## src/rtl/conv_transpose2d_s2.sv

```systemverilog
// Streaming 2x2 / stride-2 transposed convolution.
// Accepts a HEIGHT x WIDTH signed map in raster order, buffers one row, and
// replays it twice (kernel row 0, then kernel row 1) to emit the
// 2*HEIGHT x 2*WIDTH upsampled map. Each output is pixel * tap + bias.
module conv_transpose2d_s2 #(
  parameter int HEIGHT = 14,
  parameter int WIDTH  = 14,
  parameter int DATA_W = 8,
  parameter int W_W    = 8
) (
  input  logic                     clk,
  input  logic                     rst,
  input  logic [4*W_W-1:0]         kernel_w,
  input  logic [DATA_W+W_W-1:0]    bias,
  input  logic                     in_valid,
  output logic                     in_ready,
  input  logic [DATA_W-1:0]        in_data,
  output logic                     out_valid,
  input  logic                     out_ready,
  output logic [DATA_W+W_W:0]      out_data,
  output logic                     out_last,
  output logic                     busy
);

  localparam int OUT_W  = DATA_W + W_W + 1;
  localparam int PROD_W = DATA_W + W_W;
  localparam int COL_W  = (WIDTH > 1) ? $clog2(WIDTH) : 1;
  localparam int ROW_W  = (HEIGHT > 1) ? $clog2(HEIGHT) : 1;

  typedef enum logic [1:0] {
    FILL      = 2'd0,
    EMIT_EVEN = 2'd1,
    EMIT_ODD  = 2'd2
  } state_e;

  state_e                    state_q, state_d;
  logic [COL_W-1:0]          col_q, col_d;
  logic [ROW_W-1:0]          row_q, row_d;
  logic                      half_q, half_d;

  logic signed [DATA_W-1:0]  linebuf_q [WIDTH];

  logic                      out_valid_q;
  logic [OUT_W-1:0]          out_data_q, out_data_d;
  logic                      out_last_q, out_last_d;

  logic                      accept;
  logic                      load;
  logic                      last_col;
  logic                      last_row;
  logic signed [W_W-1:0]     tap;
  logic signed [DATA_W-1:0]  pixel;
  logic signed [PROD_W-1:0]  product;

  assign accept   = in_valid && (state_q == FILL);
  // The output register refills whenever it is empty or being drained.
  assign load     = (state_q != FILL) && (!out_valid_q || out_ready);
  assign last_col = (col_q == COL_W'(WIDTH - 1));
  assign last_row = (row_q == ROW_W'(HEIGHT - 1));

  // Datapath: pick the tap for the current beat and form pixel * tap + bias.
  always_comb begin
    // NOTE: every variable gets a default first so no path infers a latch.
    tap = '0;
    unique case ({state_q == EMIT_ODD, half_q})
      2'b00:   tap = kernel_w[0*W_W +: W_W];
      2'b01:   tap = kernel_w[1*W_W +: W_W];
      2'b10:   tap = kernel_w[2*W_W +: W_W];
      default: tap = kernel_w[3*W_W +: W_W];
    endcase
    pixel      = linebuf_q[col_q];
    product    = pixel * tap;
    out_data_d = {product[PROD_W-1], product} + {bias[PROD_W-1], bias};
    out_last_d = (state_q == EMIT_ODD) && half_q && last_col && last_row;
  end

  // Next-state logic for the row fill / two-pass replay sequencer.
  always_comb begin
    state_d = state_q;
    col_d   = col_q;
    row_d   = row_q;
    half_d  = half_q;
    unique case (state_q)
      FILL: begin
        if (accept) begin
          if (last_col) begin
            col_d   = '0;
            state_d = EMIT_EVEN;
          end else begin
            col_d = col_q + 1'b1;
          end
        end
      end
      EMIT_EVEN, EMIT_ODD: begin
        if (load) begin
          half_d = ~half_q;
          if (half_q) begin
            if (last_col) begin
              col_d = '0;
              if (state_q == EMIT_EVEN) begin
                state_d = EMIT_ODD;
              end else begin
                state_d = FILL;
                row_d   = last_row ? '0 : row_q + 1'b1;
              end
            end else begin
              col_d = col_q + 1'b1;
            end
          end
        end
      end
      default: state_d = FILL;
    endcase
  end

  // Sequencer state and counters.
  always_ff @(posedge clk) begin
    // NOTE: registers use non-blocking assignments so every flop samples
    // pre-edge values regardless of statement order.
    if (rst) begin
      state_q <= FILL;
      col_q   <= '0;
      row_q   <= '0;
      half_q  <= 1'b0;
    end else begin
      state_q <= state_d;
      col_q   <= col_d;
      row_q   <= row_d;
      half_q  <= half_d;
    end
  end

  // Line buffer: one input row, written during FILL.
  always_ff @(posedge clk) begin
    // NOTE: storage array is deliberately not reset; its contents are only
    // read after being rewritten by a full row.
    if (accept) begin
      linebuf_q[col_q] <= in_data;
    end
  end

  // Output register: load a new beat, or drop valid once the beat is taken.
  always_ff @(posedge clk) begin
    if (rst) begin
      out_valid_q <= 1'b0;
      out_data_q  <= '0;
      out_last_q  <= 1'b0;
    end else if (load) begin
      out_valid_q <= 1'b1;
      out_data_q  <= out_data_d;
      out_last_q  <= out_last_d;
    end else if (out_ready) begin
      out_valid_q <= 1'b0;
      out_last_q  <= 1'b0;
    end
  end

  assign in_ready  = (state_q == FILL);
  assign out_valid = out_valid_q;
  assign out_data  = out_data_q;
  assign out_last  = out_last_q;
  assign busy      = (state_q != FILL) || (col_q != '0) || (row_q != '0) || out_valid_q;

endmodule

```

## config.mk

```make
export PLATFORM = sky130hd
export DESIGN_NAME = conv_transpose2d_s2
export DESIGN_NICKNAME = d
export VERILOG_FILES = /design/src/rtl/conv_transpose2d_s2.sv
export SDC_FILE = /design/constraint.sdc
export NUM_CORES = 1
export LEC_CHECK = 0
export CAP_MARGIN = 20
export CORE_MARGIN = 3
export CORE_UTILIZATION = 60
export DETAILED_ROUTE_END_ITERATION = 8
export PLACE_DENSITY = 0.83
export SYNTH_ARGS = -nofsm -noshare
export SYNTH_HDL_FRONTEND = slang
export SYNTH_SLANG_ARGS = --single-unit
export TNS_END_PERCENT = 100
```

## constraint.sdc

```tcl
create_clock -name clk -period 18.5 [get_ports clk]
set_clock_uncertainty 0.1 [all_clocks]
set_input_delay 3.7 -clock clk [delete_from_list [all_inputs] [get_ports clk]]
set_output_delay 3.7 -clock clk [all_outputs]
set_load 0.01 [all_outputs]
```

======== Word level (Yosys, flattened, before mapping) ========
Memory sizes are Yosys's and may differ from the RTL's. A register that Yosys moved wholly into a read port is not among the register bits.
Index checks and enable logic that the tools add are counted.
word-level totals
  flip-flop bits (word level) ............. 30
  latch bits .............................. 0
  memory bits (writable) .................. 112
  ROM bits ................................ 0
  bits of input ports ..................... 60
  output and inout port bits .............. 21
  word-level logic and storage cells ...... 68
  memories ................................ 1
operators by class
  $add $sub $neg .......................... 3
  multipliers ............................. 1
  div/mod/pow operators ................... 0
  $lt $le $gt $ge ......................... 0
  equal/unequal tests ..................... 11
  shifts and indexed selects .............. 0
  multiplexer cells ....................... 21
  bitwise operators ....................... 2
  reductions and logical operators ........ 22
memories
  memory     depth  bits a word  read ports  clocked after Yosys merged registers in  write ports  line  RTL
  linebuf_q  14     8            1           1                                        1            41    logic signed [DATA_W-1:0] linebuf_q [WIDTH];
operators by type and width
  cell                                                                     number
  4-bit 2-to-1 mux                                                         7
  8-bit case mux with 3 select lines                                       1
  16-bit by 16-bit adder with 17-bit output                                1
  8-bit by 8-bit multiplier with 16-bit output                             1
  2-bit 2-to-1 mux                                                         6
  5-bit AND reduction                                                      2
  4-bit by 1-bit adder with 4-bit output, second input constant            2
  4-bit == test, second input constant                                     2
  4-bit case mux with 2 select lines                                       1
  4-bit nonzero test                                                       2
  2-bit inequality test, second input constant                             3
  2-bit nonzero test                                                       3
  1-bit logical AND                                                        5
  1-bit 2-to-1 mux                                                         5
  2-bit by 1-bit == test with 1-bit output, second input constant          2
  2-bit == test, second input constant                                     2
  2-bit logical NOT                                                        2
  1-bit logical OR                                                         4
  2-bit by 1-bit inequality test with 1-bit output, second input constant  2
  2-bit case mux with 2 select lines                                       1
  4-bit AND reduction                                                      1
  1-bit inverter                                                           2
  2-bit AND reduction                                                      1
  2-bit OR reduction                                                       1
  1-bit logical NOT                                                        1

======== Depth between registers and ports, before layout ========
  depth in word-level cells ............... 7
  gate-level depth with buffers ........... 24
  gate-level depth less buffers ........... 23

======== Least setup slack after synthesis ========
No wires, ideal clock.
  path type ............................... in2reg
  start ................................... in kernel_w[8]
  end ..................................... reg out_data_q[14] (netlist: out_data[14])
  data arrival time ....................... 8.560 ns
  required time ........................... 18.268 ns
  setup slack ............................. 9.708 ns
  cell stages on the path ................. 19
  path buffers ............................ 0
  cells stage by stage .................... mux2i_1 o21ai_0 o21ai_0 nor2_1 inv_2 fa_1 inv_1 fa_1 fa_1 fa_1 inv_1 fa_1 inv_1 ha_1 and4_1 or2_1 a31oi_1 xor2_1 o31ai_1
on the way
  longest elaborated chain between the ends .. 3
ends and longest elaborated chain
  item                                          line  RTL
  start: declaration                            13    input logic [4*W_W-1:0] kernel_w,
  8-bit case mux with 3 select lines            65    unique case ({state_q == EMIT_ODD, half_q})
  8-bit by 8-bit multiplier with 16-bit output  72    product = pixel * tap;
  16-bit by 16-bit adder with 17-bit output     73    out_data_d = {product[PROD_W-1], product} + {bias[PROD_W-1], bias};
  end signal: assignment                        150   out_data_q <= out_data_d;
  end: declaration                              44    logic [OUT_W-1:0] out_data_q, out_data_d;
No other way between the ends.
A chain may end at the register's enable or synchronous reset.

======== Worst setup path after layout ========
  start ................................... in kernel_w[1]
  end ..................................... reg out_data_q[15] (netlist: out_data[15])
The elaborated chain is that of the path after synthesis.

==> reports/qor.yml <==
insertion_delay_ps: 430
worst_pin_slew_ps: 1090
synth_flop_cell: "edfxtp_1"
post-cts-setup-buffers: 0
ant_nets: 0
hold_violations: 0
synth-edff-count: 112
timing.final.crit_period_ps: 9180
outcome: "finished, final reports clean"
leakagePower_nw: 4.14
fin_area_sq_um: 10600
grt_pass1_vias: 6316
syn_to_final_growth_pct: 17.2
hpwl_um: 14300
ctsHoldBuffers: 0
worstSetupPathType: "in2reg"
synth_top_area_share_pct: 37.0
cp_slowest_stage_delay_ps: 730
die_h_um: 129
clock-sinks: 146
grt_start_max_net_pins: 33
hp-class: "reg2reg"
worstPathArrival_ps: 9420
drt_pass1_iterations: 5
clockBufferDepth: 2
slew_viol_final: 0
coreArea_sq_um: 14700
rsz0062_at_grt: "false"
path_clk_slew_ps: 70
gr-total-overflow: 0
placed_area_sq_um: 10000
place_congestion: 0.864
r2r-start: "half_q$_SDFFE_PP0P_"
htreeDepth: 4
via_per_inst: 5.78
worstSetupStartpoint: "kernel_w[1]"
post-route-util_pct: 72.4
io_pins: 81
ir_drop_mv: 0.139
fin_nets: 998
p_per_area_nw_per_um2: 157
cts_resized: 0
power_w: 0.00167
worstPathRequired_ps: 18740
ys_seq_elements: 146
io_buffers: 80
die_w_um: 129
drcViolationCount: 0
wl_per_cell_um: 19.7
syn-instance-count: 738
cts_made_buffers: 17
ys_top_cells_by_area: "edfxtp_1 37%, fa_1 17%, dfxtp_1 7.5%, mux4_2 5.9%, ha_1 5.9%"
worst_path_max_delay_cell: "nor2_1"
yosysWarningCount: 0
timing.final.crit_share_pct: 49.6
drive_gt1_share_pct: 10.1
crit_chain: "clkdlybuf4s50_1, mux2i_1, o21ai_0, o21ai_0, nor2_1, fa_1, fa_1, inv_1, fa_1, inv_1, fa_1, ha_1, ha_1, a2111oi_0, o21ai_1, a311oi_1, xnor2_1, o31ai_1"
initial_utilization_pct: 61.8
diodes: 0
crit_top_cell: "fa_1"
die_area_sq_um: 16700
drv_cap: 0
synth_area_leader_cell: "edfxtp_1"
cp_top_family: "adder cells"
min_from: "out_data[10]$_SDFFE_PP0P_"
avgSynthCellArea_sq_um: 12.3
syn_area_sq_um: 9090
via_count: 5870
grt_antenna_before_repair: 0
crit_buf_inv: 3
cts-root-buf: "clkbuf_16"
grt_usage_pct: 25.9
cp-end-kind: "register"
fmax_mhz: 109
wl_um: 20000
cts_tree: "built"
synthArstFlopShare_pct: 0
slew-limit-headroom_pct: 26.9
num-fill-cells: 928
cp-start-kind: "input port"
synth_nets: 917
yosysSeqAreaShare_pct: 44.5
setup_tns_ps: 0
fp-row-count: 44
grt_pass1_wl_um: 32900
setup_violations: 0
cp_max_fo: 8
synth_cell_types: 57
drt-initial-drc-count: 379
[stage by stage]
stage,worst slack [ps],hold WS (ps),instances
floorplan,9710,376,738
detailed placement,8550,345,982
CTS,9000,356,1014
global placement,8790,338,981
global route,8820,375,1016
finish,9320,352,1016
[synthesized netlist by cell type, drive strengths merged (2+ instances only)]
cell type  number
edfxtp        112
inv           104
fa             76
nor2           66
ha             43
a21oi          41
dfxtp          34
o21ai          34
or2            34
nand2          31
mux2i          28
mux4           24
clkbuf         14
xnor2          14
buf            12
nand2b          6
nand3           5
nor2b           5
nor3            5
xor2            5
nand4           4
a211oi          3
a21o            3
a31oi           3
and2            3
o31ai           3
a22oi           2
a311oi          2
nand3b          2
nor4            2
nor4b           2
[routing by layer]
| layer | share of wire [%] | up-vias | GRT usage (%) |
|---|---|---|---|
| li1 | - | 2689 | - |
| met1 | 39 | 2937 | 32.6 |
| met2 | 54 | 208 | 45.7 |
| met3 | 4.9 | 36 | 3.96 |
| met4 | 1.9 | 0 | 9.39 |
| met5 | 0 | - | 0 |
[cell families after synthesis]
logic type	share of synthesized area, %
AO/OA/AOI/OAI	6.50
XOR/XNOR	1.83
adder cells (fa/ha/maj)	22.7
buffers and inverters	5.78
flip-flops	44.5
multiplexers	9.03
AND/OR/NAND/NOR	9.68
[registers in the layout, summed over array words and instances (netlist names), named ones only]
signal,cells
out_data,17
out_last,1
linebuf_q,112
col_q,4
out_valid,1
row_q,4
half_q,1
state_q,2
[worst paths after layout]
kind                          endpoint  slack, ps  cells after the start
max          out_data[15]$_SDFFE_PP0P_       9320                     18
min          out_data[10]$_SDFFE_PP0P_        350                      2
max reg2reg  out_data[15]$_SDFFE_PP0P_      11910                     17
min reg2reg  out_data[10]$_SDFFE_PP0P_        350                      2
[worst reg2reg max path, delay by kind of cell (launching register included)]
family	cells	cell delay, ps
xor gates and xnor gates	1	110
adders and majority gates	6	2720
buffers and inverters	2	90
and+or+nand+nor	3	970
DFF	1	870
AOI/OAI and AO/OA	5	1640
[power breakdown]
| group | total (W) | internal (W) | leakage, nW | switching, W |
|---|---|---|---|---|
| Sequential | 0.000359 | 0.000357 | 1.29 | 0.00000260 |
| Combinational | 0.000963 | 0.000418 | 2.57 | 0.000546 |
| Clock | 0.000345 | 0.000191 | 0.285 | 0.000153 |
[cell usage in the layout, fill, tap and decap left out, types with 2 or more instances in the layout]
cell type	netlist	layout
nand2b_1	6	6
clkinvlp_4	0	2
nor4b_1	2	2
inv_8	0	3
a211oi_1	3	3
a22oi_1	2	2
o21ai_1	8	8
nand2_1	31	31
nor2b_1	5	5
buf_4	2	6
mux4_2	24	24
nand3b_1	2	2
o31ai_1	3	3
a21oi_2	7	7
edfxtp_1	112	112
nor2_1	66	66
clkbuf_16	0	17
dfxtp_1	34	33
a31oi_1	3	3
inv_2	5	5
nor3_1	5	5
ha_1	43	43
a21oi_1	33	33
inv_6	0	7
nand4_1	3	3
or2_1	32	32
xnor2_1	14	14
xor2_1	5	5
mux2i_1	28	28
nand3_1	5	5
o21ai_0	26	26
or2_2	2	2
a21o_1	3	3
and2_1	3	3
nor4_1	2	2
fa_1	76	76
clkdlybuf4s50_1	0	80
inv_1	99	99
[final cells by class]
type                    instances  area, sq um  share of cell area (%)
flip-flops and latches        146         4050                    38.0
clock inverters                15          161                    1.52
well taps                     184          230                    2.16
multi-input cells             462         4520                    42.4
clock buffers                  17          425                    4.00
inverters                     104          390                    3.67
repair buffers                 88          878                    8.25
(Power assumes the default switching activity.)
